==> src/rtl/top_level.sv <==
// Min/max pairwise Hamming distance engine over 32 16-bit words in data memory.
// Define HAMMING_LOC_EN to also store the pair indices of both extremes.

module top_level_dmem (
  input  logic       clk,
  input  logic       i_we,
  input  logic [7:0] i_addr,
  input  logic [7:0] i_wdata,
  output logic [7:0] o_rdata
);
  logic [7:0] Core [0:255];

  always_ff @(posedge clk) begin
    if (i_we) Core[i_addr] <= i_wdata;
  end

  assign o_rdata = Core[i_addr];
endmodule

module top_level_imem (
  input  logic       clk,
  input  logic       i_we,
  input  logic [9:0] i_addr,
  input  logic [8:0] i_wdata,
  output logic [8:0] o_rdata
);
  logic [8:0] Core [0:1023];

  always_ff @(posedge clk) begin
    if (i_we) Core[i_addr] <= i_wdata;
  end

  assign o_rdata = Core[i_addr];
endmodule

module top_level (
  input  logic clk,
  input  logic rst_n,
  input  logic start,
  output logic done
);
  typedef enum logic [2:0] {
    S_IDLE, S_ARMED, S_LOADJ, S_SCANK,
    S_WRMIN, S_WRMAX, S_DONE
  } state_t;

  state_t      r_state;
  logic        r_ph;
  logic [4:0]  r_j;
  logic [4:0]  r_k;
  logic [15:0] r_wj;
  logic [7:0]  r_khi;
  logic [4:0]  r_min;
  logic [4:0]  r_max;
  logic        r_done;
`ifdef HAMMING_LOC_EN
  logic [4:0]  r_minj;
  logic [4:0]  r_mink;
  logic [4:0]  r_maxj;
  logic [4:0]  r_maxk;
  logic [1:0]  r_wsel;
`endif

  logic        w_we;
  logic [7:0]  w_addr;
  logic [7:0]  w_wdata;
  logic [7:0]  w_rdata;
  logic [15:0] w_x;
  logic [4:0]  w_dist;
  logic [8:0]  w_instr_unused;

  top_level_dmem dataMemory (
    .clk     (clk),
    .i_we    (w_we),
    .i_addr  (w_addr),
    .i_wdata (w_wdata),
    .o_rdata (w_rdata)
  );

  // Kept only so program preloads resolve; never written or consumed.
  top_level_imem instrMem1 (
    .clk     (clk),
    .i_we    (1'b0),
    .i_addr  (10'd0),
    .i_wdata (9'd0),
    .o_rdata (w_instr_unused)
  );

  // Operand address is {index, byte}; byte 0 is the high byte.
  always_comb begin
    w_we    = 1'b0;
    w_addr  = 8'd0;
    w_wdata = 8'd0;
    unique case (r_state)
      S_LOADJ: w_addr = {2'b00, r_j, r_ph};
      S_SCANK: w_addr = {2'b00, r_k, r_ph};
`ifdef HAMMING_LOC_EN
      S_WRMIN: begin
        w_we = 1'b1;
        unique case (r_wsel)
          2'd1:    begin w_addr = 8'd66; w_wdata = {3'b000, r_minj}; end
          2'd2:    begin w_addr = 8'd67; w_wdata = {3'b000, r_mink}; end
          default: begin w_addr = 8'd64; w_wdata = {3'b000, r_min};  end
        endcase
      end
      S_WRMAX: begin
        w_we = 1'b1;
        unique case (r_wsel)
          2'd1:    begin w_addr = 8'd68; w_wdata = {3'b000, r_maxj}; end
          2'd2:    begin w_addr = 8'd69; w_wdata = {3'b000, r_maxk}; end
          default: begin w_addr = 8'd65; w_wdata = {3'b000, r_max};  end
        endcase
      end
`else
      S_WRMIN: begin
        w_we    = 1'b1;
        w_addr  = 8'd64;
        w_wdata = {3'b000, r_min};
      end
      S_WRMAX: begin
        w_we    = 1'b1;
        w_addr  = 8'd65;
        w_wdata = {3'b000, r_max};
      end
`endif
      default: ;
    endcase
  end

  always_comb begin
    w_x    = r_wj ^ {r_khi, w_rdata};
    w_dist = 5'd0;
    for (int i = 0; i < 16; i++) begin
      w_dist = w_dist + {4'b0000, w_x[i]};
    end
  end

  always_ff @(posedge clk or negedge rst_n) begin
    if (!rst_n) begin
      r_state <= S_IDLE;
      r_ph    <= 1'b0;
      r_j     <= 5'd0;
      r_k     <= 5'd0;
      r_wj    <= 16'd0;
      r_khi   <= 8'd0;
      r_min   <= 5'd0;
      r_max   <= 5'd0;
      r_done  <= 1'b0;
`ifdef HAMMING_LOC_EN
      r_minj  <= 5'd0;
      r_mink  <= 5'd0;
      r_maxj  <= 5'd0;
      r_maxk  <= 5'd0;
      r_wsel  <= 2'd0;
`endif
    end else begin
      r_done <= 1'b0;
      unique case (r_state)
        S_IDLE: begin
          if (start) r_state <= S_ARMED;
        end
        S_ARMED: begin
          if (!start) begin
            r_state <= S_LOADJ;
            r_j     <= 5'd0;
            r_ph    <= 1'b0;
            r_min   <= 5'd16;
            r_max   <= 5'd0;
`ifdef HAMMING_LOC_EN
            r_minj  <= 5'd0;
            r_mink  <= 5'd0;
            r_maxj  <= 5'd0;
            r_maxk  <= 5'd0;
`endif
          end
        end
        S_LOADJ: begin
          if (!r_ph) begin
            r_wj[15:8] <= w_rdata;
            r_ph       <= 1'b1;
          end else begin
            r_wj[7:0] <= w_rdata;
            r_ph      <= 1'b0;
            r_k       <= r_j + 5'd1;
            r_state   <= S_SCANK;
          end
        end
        S_SCANK: begin
          if (!r_ph) begin
            r_khi <= w_rdata;
            r_ph  <= 1'b1;
          end else begin
            r_ph <= 1'b0;
            // Strict compares keep the first pair to reach an extreme.
            if (w_dist < r_min) begin
              r_min  <= w_dist;
`ifdef HAMMING_LOC_EN
              r_minj <= r_j;
              r_mink <= r_k;
`endif
            end
            if (w_dist > r_max) begin
              r_max  <= w_dist;
`ifdef HAMMING_LOC_EN
              r_maxj <= r_j;
              r_maxk <= r_k;
`endif
            end
            if (r_k == 5'd31) begin
              if (r_j < 5'd30) begin
                r_j     <= r_j + 5'd1;
                r_state <= S_LOADJ;
              end else begin
                r_state <= S_WRMIN;
`ifdef HAMMING_LOC_EN
                r_wsel  <= 2'd0;
`endif
              end
            end else begin
              r_k <= r_k + 5'd1;
            end
          end
        end
`ifdef HAMMING_LOC_EN
        S_WRMIN: begin
          if (r_wsel == 2'd2) begin
            r_wsel  <= 2'd0;
            r_state <= S_WRMAX;
          end else begin
            r_wsel <= r_wsel + 2'd1;
          end
        end
        S_WRMAX: begin
          if (r_wsel == 2'd2) begin
            r_wsel  <= 2'd0;
            r_state <= S_DONE;
          end else begin
            r_wsel <= r_wsel + 2'd1;
          end
        end
`else
        S_WRMIN: r_state <= S_WRMAX;
        S_WRMAX: r_state <= S_DONE;
`endif
        S_DONE: begin
          if (start) r_state <= S_ARMED;
          else       r_done  <= 1'b1;
        end
        default: r_state <= S_IDLE;
      endcase
    end
  end

  assign done = r_done;
endmodule

==> config.mk <==
export PLATFORM = sky130hd
export DESIGN_NAME = top_level
export DESIGN_NICKNAME = d
export VERILOG_FILES = /design/src/rtl/top_level.sv
export SDC_FILE = /design/constraint.sdc
export NUM_CORES = 1
export LEC_CHECK = 0
export CORE_AREA = 2 2 45 47
export DETAILED_ROUTE_END_ITERATION = 8
export DIE_AREA = 0 0 47 49
export DONT_BUFFER_PORTS = 1
export PLACE_DENSITY = 0.68
export SYNTH_ARGS = -nofsm -noshare
export SYNTH_HDL_FRONTEND = slang
export SYNTH_SLANG_ARGS = --single-unit
==> constraint.sdc <==
create_clock -name clk -period 4.9 [get_ports clk]
set_clock_uncertainty 0.1 [all_clocks]
set_input_delay 0.98 -clock clk [delete_from_list [all_inputs] [get_ports clk]]
set_output_delay 0.98 -clock clk [all_outputs]
set_load 0.01 [all_outputs]
Word-level counts from Yosys, hierarchy flattened

Index checks and enable logic that the tools add are counted.

Bits in registers: 15
Logic and storage cells: 53
Bits of input ports: 3
Output and inout port bits: 1

Multiplexer cells: 21
Equal/unequal tests: 14
Add/subtract/negate cells: 2
Magnitude comparators: 1
Reductions and logical operators: 10

Operator list:

| kind                                                  | number |
|---|---|
| two-way mux 5 bit                                     | 7 |
| one-hot mux 5 bit (2 select lines)                    | 2 |
| two-way mux 3 bit                                     | 6 |
| one-hot mux 3 bit (6 select lines)                    | 1 |
| inequality test 2 bit, second input constant          | 6 |
| adder 5 x 1 -> 5 bit, second input constant           | 2 |
| AND reduction 5 bit                                   | 2 |
| equality test 3 bit, second input constant            | 3 |
| equality test 3 x 2 -> 1 bit, second input constant   | 2 |
| nonzero test 2 bit                                    | 3 |
| equality test 5 bit, second input constant            | 1 |
| less-than comparator 5 bit, second input constant     | 1 |
| two-way mux 1 bit                                     | 4 |
| AND reduction 4 bit                                   | 1 |
| OR reduction 2 bit                                    | 2 |
| equality test 3 x 1 -> 1 bit, second input constant   | 1 |
| zero test 3 bit                                       | 1 |
| inequality test 2 x 1 -> 1 bit, second input constant | 1 |
| one-hot mux 1 bit (2 select lines)                    | 1 |
| AND reduction 2 bit                                   | 1 |

Depth between registers and ports, before layout

Gate-level depths: netlist of run 1.

Depth in word-level cells: 5
Depth in mapped cells: 8
Depth with buffers taken out: 7

Worst setup path before layout of run 1

No wires, ideal clock.

Kind: reg2reg
From: register r_k[0]
To: register r_j[0]
Stages on the path, launching flop included: 8
Period minus slack after synthesis: 1.840 ns
Arrival: 1.675 ns
Path buffers: 0
Path slack: 3.060 ns
Data required time: 4.735 ns
Setup time: 0.065 ns
Cell sequence: dfrtp_1 > ha_1 > and3_1 > ha_1 > and3_1 > o211a_1 > o21ai_1 > mux2_2

Longest elaborated chain between the ends: 3

RTL lines:

| element                                | RTL line | RTL |
|---|---|---|
| from (decl)                            | 50       | `logic [4:0] r_k;` |
| from (signal assigned)                 | 184      | `r_k <= r_j + 5'd1;` |
| from (signal assigned)                 | 220      | `r_k <= r_k + 5'd1;` |
| equality test 5 bit                    | 209      | `if (r_k == 5'd31) begin` |
| inequality test 2 bit (no source line) | --       |  |
| AND reduction 5 bit (no source line)   | --       |  |
| to (signal assigned)                   | 211      | `r_j <= r_j + 5'd1;` |
| to (decl)                              | 49       | `logic [4:0] r_j;` |

Every way passes these cells.
A chain may end at the register's enable or synchronous reset.

Final worst setup path of run 1

From: register r_k[0]
To: register r_k[0]

Longest elaborated chain between the ends: 4
Elaborated cells on any way between the ends: 7
Classes of those cells: 1 x add/sub; 2 x eq/ne; 3 x mux; 1 x reduce/logical

RTL lines:

| element                            | RTL line | RTL |
|---|---|---|
| adder 5 x 1 -> 5 bit               | 220      |  |
| two-way mux 5 bit                  | 209      |  |
| two-way mux 5 bit                  | 189      | `if (!r_ph) begin` |
| one-hot mux 5 bit (2 select lines) | 158      | `unique case (r_state)` |

Parallel ways exist; a longest one is shown, timed or not. The select of a mux whose other input is x is not followed.

==> results by group, run 1 <==
Route
  • DRT Pass-1 Iters: 4
  • WL met2: a little over 700 µm
  • Post-route DRC: 0
  • Met3 Wirelength: approximately 40 µm
  • Drt wl/cell: around 14 µm
  • Highest metal layer with signal wires: met4
  • Wire length on met1: a little over 800 µm
  • Vias per cell: approximately 5.8
  • Final wirelength: about 1.6 mm
  • Routed via count: just under 700
  • Initial DRC count: 23
  • ANT nets after route: 0

STA
  • Setup violators final: 0
  • Slew margin rel.: approximately 67%
  • Slew @ Worst Pin: a little under 0.5 ns
  • Post-Route Setup TNS: 0 ns
  • Tcrit/Tclk final: 43.13%
  • Final Hold Viols: 0
  • Min cycle time layout: about 2.1 ns
  • Fmax: around 0.47 GHz
  • Final Max Tran Viols: 0
  • RSZ-0062 raised after global routing: false

Finish
  • ANT cells: 0
  • Final nets: 98
  • Layout cells sized above 1: under 10%
  • Area grow syn2layout: 4.292%
  • # fillers: between 150 and 200
  • Final core area utilization: approximately half

Hold path
  • Hold WC Path Type: primary input to asynchronous set/reset pin

Synthesis
  • Cell area after synthesis: 874.6 µm²
  • Seq/Total Area, Yosys: 42.92%
  • Cell variety after synth: 38
  • #FFs+latches synth: 15
  • Ys flop type: dfrtp_1
  • Synth Warn #: 0
  • Post-synthesis adder-cell area fraction: between 4 and 5%
  • Syn_area_per_cell: around 9.5 µm²
  • Synth Area in Compound Gates: approximately 22%
  • Mux contribution to synthesized area: around 2.4%
  • Largest family of logic cells by synthesized area: compound AO/OA/AOI/OAI gates
  • Mapped Cells: 92
  • Async set or reset register ratio after synthesis: 100.0%
  • Post-Synth Simple-Gate Area: between 20% and 30%
  • Post-synthesis xor/xnor area fraction: approximately 3%
  • Post-synth EDFFs: 0
  • Net Count, Synth: 98

Clocking
  • Total CTS buffers: 3
  • Clk root buf: clkbuf_4
  • H-tree levels: 1
  • PostCTS Resize Cnt: 0
  • Clk buf depth: 2
  • Setup bufs post-CTS: 0
  • Clock transition at the registers of the reported paths: 0.09 ns
  • CTS tree: done
  • Worst skew pair latency: 0.29 ns
  • Hold-fix buffers at CTS: 0
  • Clk sinks: 15

Floorplanning
  • Die Ht: 49 µm
  • Starting Density: a little under half
  • DIE AREA: 2303 µm²
  • Core Region: between 1500 and 2000 µm²
  • Total I/O pin count: 4
  • Die X-Extent: approximately 47 µm
  • # rows: 16

Critical path
  • CP Buf/Inv Count: 0
  • Slowest cell delay on critical path: between 0.4 and 0.5 ns
  • Crit start category: flop
  • Reg2reg end: r_k[0]$_DFFE_PN0P_
  • Worst EP required: 4.98 ns
  • Crit path capture type: flop
  • RR Startpoint: r_k[0]$_DFFE_PN0P_
  • CP dominant cell by count: ha_1
  • WP data arrival: roughly 2.2 ns
  • Critical path cell sequence: ha_1, and3_1, ha_1, nand2_1, nand3_1, or3_1, o311ai_1
  • R2R depth: 7
  • WS Path Type: flop to flop
  • CP max stage cell: or3_1
  • CP Max Fanout: 11
  • R2R Setup Slk: roughly 2.8 ns
  • CP top delay family: simple AND/OR/NAND/NOR gates

Placement
  • Post-DP HPWL: between 1 and 1.5 mm
  • Port Buffers: 0
  • Routability congestion estimate: 0.8456

Power and ir drop
  • Net Sw Power: around 170 µW
  • Internal power: 262.3 µW
  • Tot Pwr: about 430 µW
  • Power density cells: 474.3 nW/µm²
  • Combinational Power Share: approximately a third
  • Sequential power share: between 40 and 50%
  • Leakage power: about 0.00040 µW
  • Clock network power share: around 17%
  • Sw Ratio: approximately two fifths
  • Peak supply drop: 0.1615 mV

GRT
  • Vias in the first global route: about 640
  • Initial antenna violation count: 0
  • Largest net degree at the start of global routing: 17
  • First-pass GRT wire length: ~2.8 mm
  • Tot GR Track Use: 16.79%
  • Grt ovf: 0

Run status
  • Outcome: completed

Run
  • Max-cap violations: 0
## how the worst max path moves through the flow
| stage | start | to | slack, ns | cells after the start |
|---|---|---|---|---|
| after floorplan | r_k[0]$_DFFE_PN0P_ | r_j[0]$_DFFE_PN0P_ | 3.06 | 7 |
| after global placement | r_k[0]$_DFFE_PN0P_ | r_k[0]$_DFFE_PN0P_ | 2.88 | 7 |
| after detailed placement | r_k[0]$_DFFE_PN0P_ | r_k[0]$_DFFE_PN0P_ | 2.79 | 7 |
| after CTS | r_k[0]$_DFFE_PN0P_ | r_k[0]$_DFFE_PN0P_ | 2.78 | 7 |
| after global routing | r_k[0]$_DFFE_PN0P_ | r_k[0]$_DFFE_PN0P_ | 2.64 | 7 |
| final | r_k[0]$_DFFE_PN0P_ | r_k[0]$_DFFE_PN0P_ | 2.79 | 7 |
## placed cells by master, fill, tap and decap left out, drive strengths merged, types with 2 or more instances in the layout
| cell type | n |
|---|---|
| o2bb2ai | 2 |
| nor2 | 5 |
| or3 | 2 |
| a21oi | 3 |
| and3 | 2 |
| xor2 | 2 |
| clkbuf | 4 |
| nand2b | 2 |
| ha | 3 |
| dfrtp | 15 |
| nor2b | 2 |
| nand2 | 8 |
| inv | 4 |
| o21ai | 13 |
| nand3 | 4 |
| and2 | 2 |
## area by class of cell
type | count | area, µm² | share of cell area [%]
inverter | 4 | 15.01 | 1.646
sequential | 15 | 375.4 | 41.15
tap | 27 | 33.78 | 3.704
multi-input combinational | 68 | 461.7 | 50.62
clock buffer | 4 | 26.28 | 2.881
## cell families (layout without fill, tap and decap cells)
logic type,count (synthesis),after routing
and+or+nand+nor,31,31
xor gates and xnor gates,3,3
AOI/OAI and AO/OA,29,29
buffers and inverters,9,8
DFF,15,15
adders and majority gates,3,3
muxes,2,2
## sequential cells by signal (all words and copies together), names as in the netlist
signal,count
done,1
r_j,5
r_k,5
r_ph,1
r_state,3
## routing by layer
layer,vias to the layer above,GRT usage [%]
met3,3,4.444
met1,341,25.64
met5,-,0
li1,333,-
met4,0,6.944
met2,8,21.92
## power groups by stage
| stage | Combinational (µW) | Sequential (µW) | Clock (µW) |
|---|---|---|---|
| 6_report | 146 | 214 | 72.7 |
| 3_3_place_gp | 142 | 214 | 0 |
| 3_5_place_dp | 147 | 216 | 0 |
| 5_1_grt | 169 | 222 | 83.1 |
| 4_1_cts | 147 | 213 | 75.3 |
| 2_1_floorplan | 144 | 188 | 0 |
## synth_stat cells (2+ instances only)
cell       number  area share, %
o21ai_0        11            6.3
ha_1            3            4.3
nor2_1          5            2.1
xor2_1          2            2.0
inv_1           4            1.7
dfrtp_1        15             43
nand3_1         4            2.3
o2bb2ai_1       2            2.0
buf_2           3            1.7
and3_1          2            1.4
nand2_1         8            3.4
nand2b_1        2            1.4
clkbuf_1        2           0.86
o21ai_1         2            1.1
nor2b_1         2            1.4
a21oi_1         3            1.7
## worst register-to-register path, cell delays in order (launching register included)
cell	delay, ns
dfrtp_1	0.41
ha_1	0.24
and3_1	0.16
ha_1	0.23
nand2_1	0.08
nand3_1	0.29
or3_1	0.44
o311ai_1	0.08
## per-stage QoR
step	instances	hold WS (ns)	cell area (µm²)	setup slack, ns
2_1_floorplan	92	0.3564	874.6	3.060
3_3_place_gp	114	0.3892	885.9	2.877
3_5_place_dp	114	0.3980	885.9	2.794
4_1_cts	118	0.2642	912.1	2.780
5_1_grt	118	0.2437	912.1	2.642
6_report	118	0.2687	912.1	2.787
(Power assumes the default switching activity.)
==> run 2: changes to the inputs <==
Settings changed: ABC_AREA set to 1, CORE_AREA 2 2 45 47 to 2 2 47 49, DIE_AREA 0 0 47 49 to 0 0 49 51, PLACE_DENSITY 0.68 to 0.71.
Clock period 4.9 ns to 1.9 ns, I/O delays scaled along.
==> results by group, run 2 <==
Power and ir drop
  • Tot Pwr: 1362 µW (was 432.6 µW)
  • Leakage power: 0.0005331 µW (was 0.0004004 µW)
  • Peak supply drop: 0.6568 mV (was 0.1615 mV)
  • Power density cells: 1341 nW/µm² (was 474.3 nW/µm²)

Finish
  • Commonest cells after routing, fill and taps aside: nand2_1, nor2_1, dfrtp_1 (was dfrtp_1, o21ai_0, nand2_1)
  • Design area: 1016 µm² (was 912.1 µm²)
  • Final std cells w/o fill: 168 (was 118)
  • Final core area utilization: 49.24% (was 49.52%)
  • # fillers: 213 (was 186)
  • Most common cell after layout, fill and taps aside: nand2_1 (was dfrtp_1)
  • ANT cells: 0 (unchanged)
  • Final nets: 147 (was 98)
  • Biggest regs: r_j x5, r_k x5, r_state x3 (unchanged)
  • Layout cells sized above 1: 12.86% (was 8.791%)
  • Area grow syn2layout: 6.005% (was 4.292%)

Placement
  • Placed cell area: 977.2 µm² (was 885.9 µm²)
  • Port Buffers: 0 (unchanged)
  • Routability congestion estimate: 0.8574 (was 0.8456)
  • Post-DP HPWL: 1.354 mm (was 1.162 mm)
  • Post-Place Cells: 163 (was 114)

Critical path
  • Worst EP required: 1.98 ns (was 4.98 ns)
  • Crit start category: flop (unchanged)
  • CP Max Fanout: 5 (was 11)
  • RR Startpoint: r_k[0]$_DFFE_PN0P_ (unchanged)
  • Crit path capture type: flop (unchanged)
  • R2R Setup Slk: 0.20 ns (was 2.79 ns)
  • R2R depth: 9 (was 7)
  • Reg2reg end: r_state[1]$_DFFE_PN0P_ (was r_k[0]$_DFFE_PN0P_)
  • WP data arrival: 1.77 ns (was 2.20 ns)
  • WS Path Type: flop to flop (unchanged)

Synthesis
  • Synth Warn #: 0 (unchanged)
  • Ys flop type: dfrtp_1 (unchanged)
  • #FFs+latches synth: 15 (unchanged)
  • Largest family of logic cells by synthesized area: simple AND/OR/NAND/NOR gates (was compound AO/OA/AOI/OAI gates)
  • Seq/Total Area, Yosys: 39.16% (was 42.92%)
  • Mux contribution to synthesized area: 0% (was 2.432%)
  • Async set or reset register ratio after synthesis: 100.0% (unchanged)
  • Cell variety after synth: 23 (was 38)
  • Cell area after synthesis: 958.4 µm² (was 874.6 µm²)
  • Post-synth EDFFs: 0 (unchanged)
  • Synth Area in Compound Gates: 7.963% (was 22.32%)
  • Most numerous cell in the Yosys netlist: nand2_1 (was dfrtp_1)
  • Top cells by area, synth: dfrtp_1, nand2_1, nor2_1, nand3_1, ha_1 (was dfrtp_1, o21ai_0, ha_1, nand2_1, nand3_1)
  • Post-synthesis adder-cell area fraction: 3.916% (was 4.292%)
  • Mapped Cells: 137 (was 92)
  • Synth top area share: 39.16% (was 42.92%)
  • Net Count, Synth: 143 (was 98)
  • Synth area leader: dfrtp_1 (unchanged)
  • Post-synth top cells: nand2_1, nor2_1, dfrtp_1, inv_1, nand3_1 (was dfrtp_1, o21ai_0, nand2_1, nor2_1)
  • Post-synthesis xor/xnor area fraction: 0.9138% (was 3.004%)
  • Syn_area_per_cell: 6.996 µm² (was 9.506 µm²)
  • Post-Synth Simple-Gate Area: 41.25% (was 20.74%)

Route
  • Initial DRC count: 21 (was 23)
  • DRT Pass-1 Iters: 5 (was 4)
  • Final wirelength: 1.848 mm (was 1.609 mm)
  • Post-route DRC: 0 (unchanged)
  • ANT nets after route: 0 (unchanged)
  • Drt wl/cell: 11.00 µm (was 13.64 µm)
  • Routed via count: 843 (was 685)
  • Vias per cell: 5.018 (was 5.805)

GRT
  • Grt ovf: 0 (unchanged)
  • Initial antenna violation count: 0 (unchanged)
  • Largest net degree at the start of global routing: 16 (was 17)
  • First-pass GRT wire length: 3.312 mm (was 2.801 mm)
  • Vias in the first global route: 766 (was 635)
  • Tot GR Track Use: 17.52% (was 16.79%)

Floorplanning
  • Die X-Extent: 49 µm (was 47 µm)
  • Die Ht: 51 µm (was 49 µm)
  • # rows: 17 (was 16)
  • Core Region: 2063 µm² (was 1842 µm²)
  • Starting Density: 46.45% (was 47.49%)
  • Total I/O pin count: 4 (unchanged)
  • DIE AREA: 2499 µm² (was 2303 µm²)

Hold path
  • Hold Path Sink: done$_DFF_PN0_
  • WHS Path Cells: 3
  • Hold WC Path Type: primary input to flop (was primary input to asynchronous set/reset pin)
  • Hold Crit Start: start

STA
  • Final Max Tran Viols: 0 (unchanged)
  • RSZ-0062 raised after global routing: false (unchanged)
  • Setup violators final: 0 (unchanged)
  • Final Hold Viols: 0 (unchanged)
  • Slew margin rel.: 54.02% (was 66.99%)
  • Tcrit/Tclk final: 89.29% (was 43.13%)
  • Slew @ Worst Pin: 0.6874 ns (was 0.4951 ns)
  • Fmax: 0.5895 GHz (was 0.4732 GHz)
  • Post-Route Setup TNS: 0 ns (unchanged)
  • Min cycle time layout: 1.696 ns (was 2.113 ns)

Clocking
  • Worst skew pair latency: 0.28 ns (was 0.29 ns)
  • Clk root buf: clkbuf_4 (unchanged)
  • Setup bufs post-CTS: 0 (unchanged)
  • Clk sinks: 15 (unchanged)
  • H-tree levels: 1 (unchanged)
  • CTS tree: done (unchanged)
  • Clk buf depth: 2 (unchanged)
  • Clock transition at the registers of the reported paths: 0.09 ns (about the same)
  • Total CTS buffers: 3 (unchanged)

Run
  • Max-cap violations: 0 (unchanged)

Run status
  • Outcome: completed (unchanged)
==> run 2: cell count changes after synthesis, moves of 3 or more <==
cell     delta
inv_1       +6
inv_2       +3
nand2_1    +44
nand2_2     +4
nand3_1     +5
nor2_1     +11
o21ai_0     -5
==> run 2: per-layer routing <==
metal / routed length [µm] / GRT usage, %
met5: 0 / 0
met4: 39 / 10.00
met3: 33 / 3.509
met2: 906 / 29.00
met1: 869 / 21.38
==> run 2: final cells by class <==
type	count	area [µm²]	share of cell area (%)
Clock buffer	4	26.28	2.586
Sequential cell	15	375.4	36.95
Tap cell	28	35.03	3.448
Multi-Input combinational cell	107	520.5	51.23
Inverter	13	48.80	4.803
Timing Repair Buffer	1	10.01	0.9852
==> run 2: cell families (layout without fill, tap and decap cells) <==
family / Yosys count / after routing
xor+xnor: 1 / 1
flops: 15 / 15
simple gates: 90 / 90
compound gates: 13 / 13
buf+inv: 15 / 18
fa+ha+maj: 3 / 3
==> run 2: worst max-delay path by stage <==
stage | start | to | slack [ns] | cells past startpoint
6_report | r_k[0]$_DFFE_PN0P_ | r_state[1]$_DFFE_PN0P_ | 0.20 | 9
5_1_grt | r_k[0]$_DFFE_PN0P_ | r_k[1]$_DFFE_PN0P_ | 0.07 | 9
4_1_cts | r_k[0]$_DFFE_PN0P_ | r_j[2]$_DFFE_PN0P_ | 0.18 | 10
3_5_place_dp | r_k[0]$_DFFE_PN0P_ | r_j[1]$_DFFE_PN0P_ | 0.21 | 10
3_3_place_gp | r_k[0]$_DFFE_PN0P_ | r_j[2]$_DFFE_PN0P_ | 0.24 | 10
2_1_floorplan | r_k[0]$_DFFE_PN0P_ | r_state[1]$_DFFE_PN0P_ | 0.37 | 9
==> run 2: worst max-delay path: stages, from the launching register on <==
cell     delay (ns)
dfrtp_1        0.42
ha_1           0.18
nand2_1        0.06
nor2_1         0.09
ha_1           0.17
nand2_1        0.09
a21oi_1        0.28
nand2_1        0.09
nand2_1        0.06
nand2_1        0.05
==> run 2: power by group <==
group          switching [µW]  total (µW)  internal (µW)
Combinational             395         620            225
Sequential                143         562            419
Clock                    99.0         180           81.5
==> run 2: through the flow <==
step	setup slack (ns)	hold slack (ns)
2_1_floorplan	0.3708	-0.01559
3_3_place_gp	0.2385	-0.01532
3_5_place_dp	0.2063	-0.01536
4_1_cts	0.1785	0.1900
5_1_grt	0.07162	0.1880
6_report	0.2035	0.1944
==> run 2: repair_timing <==
item                                   in CTS  in global routing
endpoints found under the hold margin      15                  0
setup endpoints to repair                   0                  2
hold buffers                                1                  0
resized for setup                           0                  1
==> run 3: changes to the inputs <==
Settings changed: REMOVE_ABC_BUFFERS set to 1.
==> results by group, run 3 (synthesis gave the netlist of run 2 again) <==
Critical path
  • WS Path Type: flop to flop (unchanged)
  • WP data arrival: 1.82 ns (was 1.77 ns)
  • Worst EP required: 2.02 ns (was 1.98 ns)
  • CP Max Fanout: 7 (was 5)
  • R2R depth: 9 (unchanged)
  • Crit path capture type: flop (unchanged)
  • Crit start category: flop (unchanged)

Hold path
  • Hold WC Path Type: primary input to flop (unchanged)
  • WHS Path Cells: 3 (unchanged)

Floorplanning
  • Die Ht: 51 µm (unchanged)
  • # rows: 17 (unchanged)
  • Die X-Extent: 49 µm (unchanged)
  • Core Region: 2063 µm² (unchanged)
  • Starting Density: 46.45% (unchanged)
  • DIE AREA: 2499 µm² (unchanged)
  • Total I/O pin count: 4 (unchanged)

Placement
  • Routability congestion estimate: 0.8941 (was 0.8574)
  • Post-Place Cells: 163 (unchanged)
  • Placed cell area: 977.2 µm² (unchanged)
  • Post-DP HPWL: 1.445 mm (was 1.354 mm)
  • Port Buffers: 0 (unchanged)

Clocking
  • Clk sinks: 15 (unchanged)
  • Clk root buf: clkbuf_4 (unchanged)
  • Total CTS buffers: 3 (unchanged)
  • Worst skew pair latency: 0.28 ns (about the same)
  • Setup bufs post-CTS: 0 (unchanged)
  • Clk buf depth: 2 (unchanged)
  • CTS tree: done (unchanged)
  • H-tree levels: 1 (unchanged)
  • Clock transition at the registers of the reported paths: 0.09 ns (about the same)

Route
  • Routed via count: 872 (was 843)
  • Final wirelength: 1.920 mm (was 1.848 mm)
  • Initial DRC count: 11 (was 21)
  • DRT Pass-1 Iters: 4 (was 5)
  • Vias per cell: 5.190 (was 5.018)
  • Post-route DRC: 0 (unchanged)
  • ANT nets after route: 0 (unchanged)
  • Drt wl/cell: 11.43 µm (was 11.00 µm)

Finish
  • Most common cell after layout, fill and taps aside: nand2_1 (unchanged)
  • Biggest regs: r_j x5, r_k x5, r_state x3 (unchanged)
  • Area grow syn2layout: 6.397% (was 6.005%)
  • ANT cells: 0 (unchanged)
  • # fillers: 211 (was 213)
  • Final std cells w/o fill: 168 (unchanged)
  • Final nets: 147 (unchanged)
  • Commonest cells after routing, fill and taps aside: nand2_1, nor2_1, dfrtp_1 (unchanged)
  • Design area: 1020 µm² (was 1016 µm²)
  • Layout cells sized above 1: 13.57% (was 12.86%)

STA
  • Final Max Tran Viols: 0 (unchanged)
  • Fmax: 0.5872 GHz (was 0.5895 GHz)
  • Min cycle time layout: 1.703 ns (was 1.696 ns)
  • Setup violators final: 0 (unchanged)
  • Slew @ Worst Pin: 0.6995 ns (was 0.6874 ns)
  • Slew margin rel.: 53.21% (was 54.02%)
  • Tcrit/Tclk final: 89.64% (was 89.29%)
  • Final Hold Viols: 0 (unchanged)

GRT
  • First-pass GRT wire length: 3.422 mm (was 3.312 mm)
  • Vias in the first global route: 832 (was 766)
  • Initial antenna violation count: 0 (unchanged)
  • Grt ovf: 0 (unchanged)
  • Largest net degree at the start of global routing: 16 (unchanged)
  • Tot GR Track Use: 17.83% (was 17.52%)

Power and ir drop
  • Net Sw Power: 655.2 µW (was 636.7 µW)
  • Sw Ratio: 47.33% (was 46.74%)
  • Clock network power share: 13.2% (about the same)
  • Leakage power: 0.0005338 µW (was 0.0005331 µW)
  • Power density cells: 1357 nW/µm² (was 1341 nW/µm²)
  • Peak supply drop: 0.6829 mV (was 0.6568 mV)
  • Internal power: 729.0 µW (was 725.4 µW)
  • Sequential power share: 41.1% (was 41.2%)
  • Combinational Power Share: 45.7% (was 45.5%)
  • Tot Pwr: 1384 µW (was 1362 µW)

Run status
  • Outcome: completed (unchanged)

Run
  • Max-cap violations: 0 (unchanged)
[run 3: cell counts in the layout (fill, tap and decap cells not counted)]
No cell type changed its count.
[run 3: cell type report]
class | instances | area [µm²] | area share (%)
multi-input cells | 107 | 524.3 | 51.41
flip-flops and latches | 15 | 375.4 | 36.81
inverters | 13 | 48.80 | 4.785
well taps | 28 | 35.03 | 3.436
clock buffers | 4 | 26.28 | 2.577
repair buffers | 1 | 10.01 | 0.9816
[run 3: power by group through the flow]
stage	Combinational [µW]	Clock, µW	Sequential, µW
floorplan	507	0	531
global placement	593	0	562
detailed placement	614	0	571
CTS	626	189	565
global route	739	196	581
finish	632	183	569
[run 3: stage by stage]
stage / setup WS, ns / hold slack [ns] / setup TNS, ns / utilization (%)
6_report: 0.1969 / 0.1800 / 0 / 49.42
5_1_grt: -0.006077 / 0.2160 / -0.006077 / 49.42
4_1_cts: 0.1383 / 0.1785 / 0 / 49.12
3_5_place_dp: 0.1620 / -0.01504 / 0 / 47.36
3_3_place_gp: 0.2345 / -0.01512 / 0 / 47.36
2_1_floorplan: 0.3708 / -0.01559 / 0 / -
[run 3: final timing paths]
kind | start | to | slack [ns]
min in group asynchronous | rst_n | r_k[0]$_DFFE_PN0P_ | 0.48
hold / removal | start | done$_DFF_PN0_ | 0.18
hold reg to reg | r_k[4]$_DFFE_PN0P_ | r_k[4]$_DFFE_PN0P_ | 0.41
setup reg to reg | r_k[0]$_DFFE_PN0P_ | r_k[1]$_DFFE_PN0P_ | 0.20
setup / recovery | r_k[0]$_DFFE_PN0P_ | r_k[1]$_DFFE_PN0P_ | 0.20
max in group asynchronous | rst_n | r_j[1]$_DFFE_PN0P_ | 0.78
[run 3: per-layer routing]
layer	GRT usage [%]	up-vias	routed length (µm)
met5	0	-	0
li1	-	437	-
met1	20.45	416	835
met2	31.51	15	1004
met4	11.90	0	33
met3	2.047	4	47
[run 3: worst max-delay path, cell delays in order (launching register included)]
cell and delay, ns:
dfrtp_1 0.43, ha_1 0.23, nand2_1 0.08, nor2_1 0.05
ha_1 0.19, nand2_1 0.08, nand3_2 0.15, inv_1 0.16
nor2_1 0.05, a21oi_1 0.10
[run 3: what timing repair did]
action	CTS	global route
gates resized for setup	0	2
setup endpoints to repair	0	7
hold endpoints to repair	15	0
hold buffers	1	0
